### config.mk
export PLATFORM = sky130hd
export DESIGN_NAME = alu_exec_unit
export DESIGN_NICKNAME = d
export VERILOG_FILES = /design/src/rtl/alu_exec_unit.sv
export SDC_FILE = /design/constraint.sdc
export NUM_CORES = 1
export LEC_CHECK = 0
export CAP_MARGIN = 20
export CORE_AREA = 2 2 150 152
export DETAILED_ROUTE_END_ITERATION = 10
export DIE_AREA = 0 0 152 154
export MAX_ROUTING_LAYER = met4
export PLACE_DENSITY = 0.88
export SLEW_MARGIN = 10
export SYNTH_ARGS = -nofsm -noshare
export SYNTH_HDL_FRONTEND = slang
export SYNTH_SLANG_ARGS = --single-unit
### constraint.sdc
create_clock -name clk -period 1.55 [get_ports clk]
set_input_delay 0.31 -clock clk [delete_from_list [all_inputs] [get_ports clk]]
set_output_delay 0.31 -clock clk [all_outputs]
set_load 0.05 [all_outputs]
### src/rtl/alu_exec_unit.sv
// Handshaked RV32I execute unit with decode folded in; defining ALU_EXEC_MDU_EN
// adds the M extension as an iterative (one bit per cycle) mul/div sequencer.
module alu_exec_unit #(
  parameter int unsigned XLEN = 32
) (
  input  logic            clk,
  input  logic            rst,
  input  logic            in_valid,
  output logic            in_ready,
  input  logic [6:0]      op,
  input  logic [2:0]      funct3,
  input  logic [6:0]      funct7,
  input  logic [XLEN-1:0] a,
  input  logic [XLEN-1:0] b,
  output logic            out_valid,
  input  logic            out_ready,
  output logic [XLEN-1:0] result,
  output logic            zero,
  output logic            illegal
);

  localparam int unsigned SHW = $clog2(XLEN);

  localparam logic [6:0] OP_R      = 7'b0110011;
  localparam logic [6:0] OP_I      = 7'b0010011;
  localparam logic [6:0] OP_LOAD   = 7'b0000011;
  localparam logic [6:0] OP_STORE  = 7'b0100011;
  localparam logic [6:0] OP_BRANCH = 7'b1100011;
  localparam logic [6:0] OP_LUI    = 7'b0110111;

`ifdef ALU_EXEC_MDU_EN
  typedef enum logic [1:0] {S_IDLE = 2'd0, S_BUSY = 2'd1, S_DONE = 2'd2} state_t;
`else
  typedef enum logic {S_IDLE = 1'b0, S_DONE = 1'b1} state_t;
`endif

  typedef enum logic [3:0] {
    A_ADD, A_SUB, A_SLL, A_SLT, A_SLTU, A_XOR, A_SRL, A_SRA, A_OR, A_AND, A_PASSB
  } alu_op_t;

  state_t            state_q, state_d;
  logic [XLEN-1:0]   result_q, result_d;
  logic              zero_q, zero_d;
  logic              illegal_q, illegal_d;

  alu_op_t           dec_alu;
  logic              dec_ill;
  logic [XLEN-1:0]   alu_res;
  logic [SHW-1:0]    shamt;
  logic              accept;

  function automatic alu_op_t f3_alu(input logic [2:0] f3, input logic alt);
    case (f3)
      3'b000:  f3_alu = alt ? A_SUB : A_ADD;
      3'b001:  f3_alu = A_SLL;
      3'b010:  f3_alu = A_SLT;
      3'b011:  f3_alu = A_SLTU;
      3'b100:  f3_alu = A_XOR;
      3'b101:  f3_alu = alt ? A_SRA : A_SRL;
      3'b110:  f3_alu = A_OR;
      default: f3_alu = A_AND;
    endcase
  endfunction

`ifdef ALU_EXEC_MDU_EN
  localparam logic [XLEN-1:0] SMIN     = {1'b1, {(XLEN-1){1'b0}}};
  localparam logic [SHW-1:0]  CNT_LAST = SHW'(XLEN-1);
  localparam logic [SHW-1:0]  CNT_ONE  = SHW'(1);

  logic                dec_md;
  logic [2*XLEN-1:0]   acc_q, acc_d;
  logic [XLEN-1:0]     opb_q, opb_d;
  logic [SHW-1:0]      cnt_q, cnt_d;
  logic                neg_q, neg_d;
  logic [2:0]          f3_q, f3_d;

  logic                is_div, a_sgn, b_sgn, neg_a, neg_b;
  logic [XLEN-1:0]     mag_a, mag_b;
  logic                md_special;
  logic [XLEN-1:0]     md_spec_res;
  logic [XLEN:0]       mul_sum, div_t;
  logic                div_ge;
  logic [2*XLEN-1:0]   acc_step, prod_fix;
  logic [XLEN-1:0]     quo_fix, rem_fix, md_res;
`endif

  always_comb begin
    dec_alu = A_ADD;
    dec_ill = 1'b0;
`ifdef ALU_EXEC_MDU_EN
    dec_md  = 1'b0;
`endif
    case (op)
      OP_R: begin
        if (funct7 == 7'b0000000)
          dec_alu = f3_alu(funct3, 1'b0);
        else if (funct7 == 7'b0100000 && (funct3 == 3'b000 || funct3 == 3'b101))
          dec_alu = f3_alu(funct3, 1'b1);
`ifdef ALU_EXEC_MDU_EN
        else if (funct7 == 7'b0000001)
          dec_md = 1'b1;
`endif
        else
          dec_ill = 1'b1;
      end
      OP_I:               dec_alu = f3_alu(funct3, funct3 == 3'b101 && funct7[5]);
      OP_LOAD, OP_STORE:  dec_alu = A_ADD;
      OP_BRANCH: begin
        case (funct3[2:1])
          2'b00:   dec_alu = A_SUB;
          2'b10:   dec_alu = A_SLT;
          2'b11:   dec_alu = A_SLTU;
          default: dec_ill = 1'b1;
        endcase
      end
      OP_LUI:  dec_alu = A_PASSB;
      default: dec_ill = 1'b1;
    endcase
  end

  assign shamt = b[SHW-1:0];

  always_comb begin
    alu_res = '0;
    case (dec_alu)
      A_ADD:   alu_res = a + b;
      A_SUB:   alu_res = a - b;
      A_SLL:   alu_res = a << shamt;
      A_SLT:   alu_res[0] = $signed(a) < $signed(b);
      A_SLTU:  alu_res[0] = a < b;
      A_XOR:   alu_res = a ^ b;
      A_SRL:   alu_res = a >> shamt;
      A_SRA:   alu_res = $unsigned($signed(a) >>> shamt);
      A_OR:    alu_res = a | b;
      A_AND:   alu_res = a & b;
      A_PASSB: alu_res = b;
      default: alu_res = '0;
    endcase
  end

`ifdef ALU_EXEC_MDU_EN
  // Operands become magnitudes at accept; sign is re-applied on the last iteration.
  always_comb begin
    is_div      = funct3[2];
    a_sgn       = is_div ? !funct3[0] : (funct3 == 3'b001 || funct3 == 3'b010);
    b_sgn       = is_div ? !funct3[0] : (funct3 == 3'b001);
    neg_a       = a_sgn & a[XLEN-1];
    neg_b       = b_sgn & b[XLEN-1];
    mag_a       = neg_a ? -a : a;
    mag_b       = neg_b ? -b : b;
    md_special  = 1'b0;
    md_spec_res = '0;
    if (is_div) begin
      if (b == '0) begin
        md_special  = 1'b1;
        md_spec_res = funct3[1] ? a : '1;
      end else if (a_sgn && a == SMIN && b == '1) begin
        md_special  = 1'b1;
        md_spec_res = funct3[1] ? '0 : a;
      end
    end
  end

  // acc holds {partial product, multiplier} or {remainder, dividend/quotient}.
  always_comb begin
    mul_sum = {1'b0, acc_q[2*XLEN-1:XLEN]} + {1'b0, opb_q & {XLEN{acc_q[0]}}};
    div_t   = {acc_q[2*XLEN-1:XLEN], acc_q[XLEN-1]};
    div_ge  = div_t >= {1'b0, opb_q};
    if (f3_q[2])
      acc_step = {(div_ge ? (div_t[XLEN-1:0] - opb_q) : div_t[XLEN-1:0]),
                  acc_q[XLEN-2:0], div_ge};
    else
      acc_step = {mul_sum, acc_q[XLEN-1:1]};
    prod_fix = neg_q ? -acc_step : acc_step;
    quo_fix  = neg_q ? -acc_step[XLEN-1:0] : acc_step[XLEN-1:0];
    rem_fix  = neg_q ? -acc_step[2*XLEN-1:XLEN] : acc_step[2*XLEN-1:XLEN];
    if (f3_q[2])
      md_res = f3_q[1] ? rem_fix : quo_fix;
    else
      md_res = (f3_q[1:0] == 2'b00) ? prod_fix[XLEN-1:0] : prod_fix[2*XLEN-1:XLEN];
  end
`endif

  assign in_ready = (state_q == S_IDLE) || (state_q == S_DONE && out_ready);
  assign accept   = in_valid && in_ready;

  always_comb begin
    state_d   = state_q;
    result_d  = result_q;
    zero_d    = zero_q;
    illegal_d = illegal_q;
`ifdef ALU_EXEC_MDU_EN
    acc_d     = acc_q;
    opb_d     = opb_q;
    cnt_d     = cnt_q;
    neg_d     = neg_q;
    f3_d      = f3_q;
`endif
    case (state_q)
      S_IDLE: begin
      end
`ifdef ALU_EXEC_MDU_EN
      S_BUSY: begin
        acc_d = acc_step;
        if (cnt_q == '0) begin
          state_d   = S_DONE;
          result_d  = md_res;
          zero_d    = (md_res == '0);
          illegal_d = 1'b0;
        end else begin
          cnt_d = cnt_q - CNT_ONE;
        end
      end
`endif
      S_DONE: if (out_ready) state_d = S_IDLE;
      default: state_d = S_IDLE;
    endcase

    // An accept in DONE overrides the return to IDLE, giving one result per cycle.
    if (accept) begin
      state_d   = S_DONE;
      illegal_d = dec_ill;
      result_d  = dec_ill ? '0 : alu_res;
`ifdef ALU_EXEC_MDU_EN
      if (dec_md) begin
        if (md_special) begin
          result_d = md_spec_res;
        end else begin
          state_d = S_BUSY;
          acc_d   = {{XLEN{1'b0}}, mag_a};
          opb_d   = mag_b;
          cnt_d   = CNT_LAST;
          neg_d   = (is_div && funct3[1]) ? neg_a : (neg_a ^ neg_b);
          f3_d    = funct3;
        end
      end
`endif
      zero_d = (result_d == '0);
    end
  end

  always_ff @(posedge clk or negedge rst) begin
    if (!rst) begin
      state_q   <= S_IDLE;
      result_q  <= '0;
      zero_q    <= 1'b0;
      illegal_q <= 1'b0;
`ifdef ALU_EXEC_MDU_EN
      acc_q     <= '0;
      opb_q     <= '0;
      cnt_q     <= '0;
      neg_q     <= 1'b0;
      f3_q      <= '0;
`endif
    end else begin
      state_q   <= state_d;
      result_q  <= result_d;
      zero_q    <= zero_d;
      illegal_q <= illegal_d;
`ifdef ALU_EXEC_MDU_EN
      acc_q     <= acc_d;
      opb_q     <= opb_d;
      cnt_q     <= cnt_d;
      neg_q     <= neg_d;
      f3_q      <= f3_d;
`endif
    end
  end

  assign out_valid = (state_q == S_DONE);
  assign result    = result_q;
  assign zero      = zero_q;
  assign illegal   = illegal_q;

endmodule

==> flow_summary.yaml, run 1 <==
outcome:
  status: "aborted with a tool error"
  failed_stage: "4_1_cts"
  stop_error: "[ERROR DPL-0038] Utilization greater than 100%, impossible to legalize"
clock_tree:
  ctsHtreeMaxLevel: 2
  cts.repair.resized: 737
  clock_path_buffers: 2
  numClockSinks: 35
  cts_setup_buffers: 135
  clock-root-buffer: "clkbuf_16"
  numCtsBuffers: 5
  hold_buffers: 0
synthesis:
  yosys-top-cells-count: "nand2_1 (165), nor2_1 (148), a21oi_1 (118)"
  synth_top_cell_area_share_pct: 10.3
  synth_fp_nets: 1819
  avgSynthCellArea_um2: 7.19
  post_synth_num_cell_types: 94
  ys_warn_count: 0
  synth_top_flop_cell: "dfrtp_1"
  ys_top_cells_by_area: "ha_1 (10%), mux4_2 (8.6%), dfrtp_1 (7.4%)"
  synth_edf_count: 0
  ys_async_sr_fraction_pct: 100
  synth_cells: 1635
  synth_top_area_cell: "ha_1"
  ys_seq_elements: 35
  synthesis.area_mm2: 0.0118
  ys_seq_area_share_pct: 7.45
  synth_most_common_cell: "nand2_1"
place:
  dpl.hpwl_um: 57200
  port_buffers: 120
  gp_congestion: 1.32
floorplan:
  die_y_um: 154
  dieWidth_um: 152
  pin_count: 121
  num_rows: 54
  start_util_pct: 54.2
## stage by stage
stage	utilization (%)	std cells	TNS (ps)	setup slack, ps	instance area (µm²)
2_1_floorplan	-	1635	-46900	-2350	12300
3_3_place_gp	83.8	2529	-77290	-2970	18200
3_5_place_dp	83.8	2529	-83270	-3190	18200
## kinds of logic after synthesis
| group | Yosys count | synth area share, % |
|---|---|---|
| compound gates | 564 | 32.9 |
| simple gates | 541 | 21.9 |
| buf+inv | 234 | 8.29 |
| mux | 140 | 17.2 |
| fa+ha+maj | 99 | 10.7 |
| flops | 35 | 7.45 |
| xor+xnor | 22 | 1.64 |
==> run 2: changes to the inputs <==
- CORE_AREA: 2 2 150 152 -> 2 2 175 177
- DIE_AREA: 0 0 152 154 -> 0 0 177 179
- MAX_ROUTING_LAYER: met4 -> unset
- PLACE_DENSITY: 0.88 -> unset
- PLACE_DENSITY_LB_ADDON: unset -> 0.15
- clock period: 1.55 -> 2 ns (I/O delays scaled with it)
==> run 2 against run 1 <==
Compared with the run above:
- the flow now finishes, with violations (negative setup slack)
- synthesized cell count unchanged
- synthesized area unchanged
==> flow_summary.yaml, run 2 <==
outcome:
  status: "finished, violations left"
  violations: "negative setup slack"
power:
  power.total_mw: 7.55
  power.density_mw_per_mm2: 331
  peakVddDrop_mv: 0.338
  p_sw_mw: 3.40
  p_leak_nw: 10.1
  pwr-share-seq_pct: 10.0
  power_frac_clock_pct: 11.7
  comb_power_share_pct: 78.3
  swShare_pct: 45.0
  p_int_mw: 4.15
sta:
  post-route-period-util_pct: 199
  setup_violations: 33
  hold_viol: 0
  slew_viol_final: 0
  finalCriticalPeriod_ps: 3990
  rsz0062_at_grt: "true"
  worstMarginPinSlew_ps: 956
  maxSlewHeadroom_pct: 35.7
  max_freq_ghz: 0.251
  setup_slack_ps: -1990
  finClkSkew_ps: 5.54
clock_tree:
  ctsHtreeMaxLevel: 2
  clock_latency_ps: 280
  hold_buffers: 0
  numClockSinks: 35
  cts_tree: "yes"
  clock-root-buffer: "clkbuf_16"
  clk_pin_slew_ps: 50
  clock_path_buffers: 2
  numCtsBuffers: 5
finish:
  drive_above_1_share_pct: 56.1
  largest_reg_flops: 32
  nets: 2644
  antennaDiodeCount: 0
  mostFrequentLayoutCell: "buf_4"
  syn_to_final_growth_pct: 93.9
  fin_util_pct: 75.9
  finalInstanceArea_mm2: 0.0228
  layout_common_cells: "buf_4 (691), nand2_1 (148), buf_6 (136), nor2_1 (128), a21oi_1 (82)"
critical_path:
  path_delay_family: "compound AO/OA/AOI/OAI gates"
  setup.worst_path.class: "input pin to flop"
  path_buf_inv: 3
  crit_cells: 16
  cp_cell_sequence: "buf_12 > buf_12 > fa_2 > a21o_1 > buf_6 > a311o_1 > o2111ai_4 > a31oi_1 > or3_1 > a31oi_1 > or3_1 > a31oi_2 > a211oi_2 > nand4_1 > or4_4 > o31ai_4"
  cpPeakStageDelay_ps: 500
  ff2ff_setup_slack_ps: 60
  cp.arrival_ps: 4170
  rr_worst_depth: 8
  critPathRequiredTime_ps: 2180
  end_kind: "flop"
  r2r_end: "zero"
  cp-endpoint: "zero"
  r2r-start: "out_valid"
  crit_start: "b[1]"
  worst-path-max-fanout: 8
  cp-start-kind: "input pin"
  crit_slowest_cell: "or4_4"
synthesis:
  synth_fp_nets: 1819
  yosys-top-cells-count: "nand2_1 (165), nor2_1 (148), a21oi_1 (118)"
  avgSynthCellArea_um2: 7.19
  synthesis.area_mm2: 0.0118
  synth_most_common_cell: "nand2_1"
  synth_top_cell_area_share_pct: 10.3
  ys_warn_count: 0
  synth_top_area_cell: "ha_1"
  ys_top_cells_by_area: "ha_1 (10%), mux4_2 (8.6%), dfrtp_1 (7.4%)"
  synth_cells: 1635
  ys_async_sr_fraction_pct: 100
  ys_seq_elements: 35
  synth_top_flop_cell: "dfrtp_1"
  post_synth_num_cell_types: 94
  synth_edf_count: 0
  ys_seq_area_share_pct: 7.45
detailed_routing:
  drt-vias-per-instance: 6.48
  via_count: 18500
  dr.pass1.iters: 9
  post_drt_wl_per_cell_um: 27.1
  dr.first_iter.drc_count: 2394
  drc: 0
  drt-total-wl_um: 77400
  ant_nets: 0
place:
  dpl.hpwl_um: 58700
  dp_slack_ps: -3140
  port_buffers: 120
  gp_congestion: 1.07
  dpl_cell_area_mm2: 0.0185
min_path:
  holdPathStages: 2
  hp-class: "flop to flop"
grt:
  grt_pass1_wl_um: 110000
  grt_max_degree: 63
  grt_usage_pct: 46.6
  grt_antenna_before_repair: 0
  overflow: 0
  grt_pass1_vias: 17700
floorplan:
  dieArea_mm2: 0.0317
  num_rows: 64
  start_util_pct: 39.2
  core_mm2: 0.0300
  die_y_um: 179
  dieWidth_um: 177
  pin_count: 121
run:
  maxCapViolations: 0
==> run 2: worst min path at each step <==
| stage | startpoint | end | slack, ps |
|---|---|---|---|
| floorplan | rst | illegal | 100 |
| global placement | result[10] | result[10] | 460 |
| detailed placement | result[1] | result[1] | 460 |
| CTS | result[21] | result[21] | 480 |
| global route | result[15] | result[15] | 510 |
| finish | result[21] | result[21] | 480 |
==> run 2: kinds of logic (layout without fill, tap and decap cells) <==
group | Yosys count | count (layout) | share of synthesized area [%]
AND/OR/NAND/NOR | 541 | 541 | 21.9
XOR/XNOR | 22 | 22 | 1.64
buffers and inverters | 234 | 1059 | 8.29
flip-flops | 35 | 35 | 7.45
multiplexers | 140 | 140 | 17.2
AO/OA/AOI/OAI | 564 | 565 | 32.9
adder cells (fa/ha/maj) | 99 | 99 | 10.7
==> run 2: per-stage QoR <==
stage,setup TNS [ps],instances,hold WS [ps]
after floorplan,-35040,1635,104
final,-38850,2857,479
after global routing,-40440,2857,509
after global placement,-67670,2716,460
after CTS,-35550,2827,483
after detailed placement,-68920,2716,464
==> run 2: cell type report <==
class                   count  area [µm²]
inverters                  97         433
flip-flops and latches     35         876
fillers                  2194        7230
repair buffers            954        8200
well taps                 396         495
clock inverters             2        35.0
multi-input cells        1367       12600
clock buffers               6         139
==> run 2: worst register-to-register path: cells and delay by family (launching register included) <==
family                 cells  cell delay (ps)
and+or+nand+nor            5             1090
DFF                        1              380
AOI/OAI and AO/OA          2              300
buffers and inverters      1               70
==> run 2: power by group through the flow <==
stage | clock, mW | combinational [mW] | sequential [mW]
CTS | 0.896 | 5.36 | 0.756
floorplan | 0 | 2.10 | 0.872
finish | 0.885 | 5.91 | 0.756
detailed placement | 0 | 4.60 | 0.768
global route | 0.934 | 6.12 | 0.760
global placement | 0 | 4.57 | 0.766
==> run 2: what timing repair did <==
item / 4_1_cts / 5_1_grt
pin swaps: 182 / 139
gates resized for setup: 630 / 267
hold endpoints to repair: 0 / 0
endpoints found under the setup margin: 34 / 33
setup buffers: 109 / 46
gates cloned: 5 / 0
==> run 2: per-layer routing <==
| metal | share of wire [%] | track usage (%) |
|---|---|---|
| met5 | 0 | 0 |
| met1 | 38 | 60.2 |
| met2 | 43 | 72.2 |
| met4 | 7.9 | 26.8 |
| met3 | 12 | 9.20 |
Note: power is estimated with default switching activity, not from simulation.
==> run 3: changes to the inputs <==
- clock period: 2 -> 3.5 ns (I/O delays scaled with it)
==> run 3 against run 2 <==
Compared with the run above:
- the run still ends with negative setup slack left
- final cell count up 0.67%
- critical path depth did not move
- non-clock buffer count increased by 20
- critical path type unchanged
- highest routed layer is now met5
==> flow_summary.yaml, run 3 (same netlist as run 2, synthesis figures left out) <==
power:
  swShare_pct: 45.6
  p_int_mw: 2.24
  comb_power_share_pct: 78.9
  power.total_mw: 4.12
  power.density_mw_per_mm2: 186
  p_leak_nw: 9.96
  power_frac_clock_pct: 10.5
  peakVddDrop_mv: 0.131
  p_sw_mw: 1.88
  pwr-share-seq_pct: 10.5
grt:
  grt_usage_pct: 46.3
  grt_pass1_vias: 17400
  grt_max_degree: 49
  overflow: 0
  grt_pass1_wl_um: 110000
  grt_antenna_before_repair: 2
outcome:
  status: "finished, violations left"
  violations: "negative setup slack"
clock_tree:
  ctsHtreeMaxLevel: 2
  numCtsBuffers: 5
  clock_latency_ps: 280
  numClockSinks: 35
  hold_buffers: 0
  clk_pin_slew_ps: 50
  clock-root-buffer: "clkbuf_16"
  cts_tree: "yes"
  clock_path_buffers: 2
critical_path:
  cp-start-kind: "input pin"
  crit_slowest_cell: "mux4_2"
  critPathRequiredTime_ps: 3690
  cpPeakStageDelay_ps: 470
  end_kind: "flop"
  cpMostUsedCell: "buf_4"
  worst-path-max-fanout: 6
  cp_cell_sequence: "dlygate4sd2_1 > buf_6 > mux2_2 > mux4_2 > mux2i_2 > buf_4 > nor2_2 > a221oi_2 > buf_4 > o221ai_4 > o31a_1 > a2111o_1 > nor3_2 > nand4_1 > or4_4 > o31ai_2"
  setup.worst_path.class: "input pin to flop"
  path_delay_family: "compound AO/OA/AOI/OAI gates"
  path_buf_inv: 4
  cp.arrival_ps: 4490
sta:
  slew_viol_final: 0
  finClkSkew_ps: 3.63
  setup_slack_ps: -801
  hold_viol: 0
  holdWs_ps: 477
  maxSlewHeadroom_pct: 40.8
  max_freq_ghz: 0.233
  rsz0062_at_grt: "true"
  worstMarginPinSlew_ps: 866
  finalCriticalPeriod_ps: 4300
  tns_ps: -2910
  setup_violations: 17
  post-route-period-util_pct: 123
floorplan:
  core_mm2: 0.0300
  start_util_pct: 39.2
  dieWidth_um: 177
  pin_count: 121
  dieArea_mm2: 0.0317
  num_rows: 64
  die_y_um: 179
detailed_routing:
  via_count: 18500
  drt-vias-per-instance: 6.43
  drt-total-wl_um: 77200
  ant_nets: 0
  dr.first_iter.drc_count: 2321
  dr.pass1.iters: 7
  drc: 0
  post_drt_wl_per_cell_um: 26.8
place:
  dp_slack_ps: -1770
  port_buffers: 120
  gp_congestion: 1.09
  dpl.hpwl_um: 59400
  post-place-cells: 2701
  dpl_cell_area_mm2: 0.0183
finish:
  fin_util_pct: 73.7
  syn_to_final_growth_pct: 88.1
  final_cells: 2876
  drive_above_1_share_pct: 51.8
  largest_reg_flops: 32
  layout_common_cells: "buf_4 (730), nand2_1 (153), nor2_1 (136), buf_6 (107), a21oi_1 (94)"
  finalInstanceArea_mm2: 0.0221
  nets: 2663
  mostFrequentLayoutCell: "buf_4"
run:
  maxCapViolations: 0
min_path:
  hp-class: "flop to flop"
[run 3: what timing repair did]
| item | CTS | global route |
|---|---|---|
| setup endpoints to repair | 33 | 29 |
| resized for setup | 534 | 194 |
| pin swaps | 136 | 105 |
| setup buffers | 118 | 72 |
| gates cloned | 1 | 1 |
[run 3: final cells by class]
class	count	area (µm²)
Clock buffer	6	139
Clock inverter	1	5.00
Antenna cell	1	2.50
Inverter	97	423
Tap cell	396	495
Multi-Input combinational cell	1366	11900
Sequential cell	35	876
Timing Repair Buffer	974	8250
Fill cell	2319	7910
[run 3: per-layer routing]
| metal | routed length, µm | GRT usage, % | vias to the layer above |
|---|---|---|---|
| met2 | 33700 | 73.5 | 1345 |
| li1 | - | - | 7908 |
| met4 | 5150 | 21.9 | 2 |
| met1 | 29700 | 60.3 | 8881 |
| met5 | 18 | 0 | - |
| met3 | 8630 | 9.03 | 347 |
[run 3: power groups by stage]
stage / Combinational, mW / Sequential (mW) / Clock [mW]
finish: 3.25 / 0.433 / 0.433
global route: 3.37 / 0.435 / 0.459
CTS: 2.97 / 0.434 / 0.435
detailed placement: 2.61 / 0.440 / 0
global placement: 2.59 / 0.438 / 0
floorplan: 1.18 / 0.498 / 0
[run 3: worst paths after layout]
| kind | startpoint | endpoint | slack, ps | cells after the start |
|---|---|---|---|---|
| max reg2reg | out_valid | zero | 1730 | 8 |
| min in group asynchronous | rst | result[3] | 840 | 2 |
| max in group asynchronous | rst | result[21] | 2340 | 2 |
| max | a[27] | zero | -800 | 16 |
| min reg2reg | result[10] | result[10] | 480 | 2 |
| min | result[10] | result[10] | 480 | 2 |
[run 3: worst register-to-register path, cell delays in order (launching register included)]
cell	delay, ps
dfrtp_1	370
nand2b_1	110
nand2_1	120
clkinv_1	80
a31oi_1	80
nor3_2	140
nand4_1	140
or4_4	430
o31ai_2	210
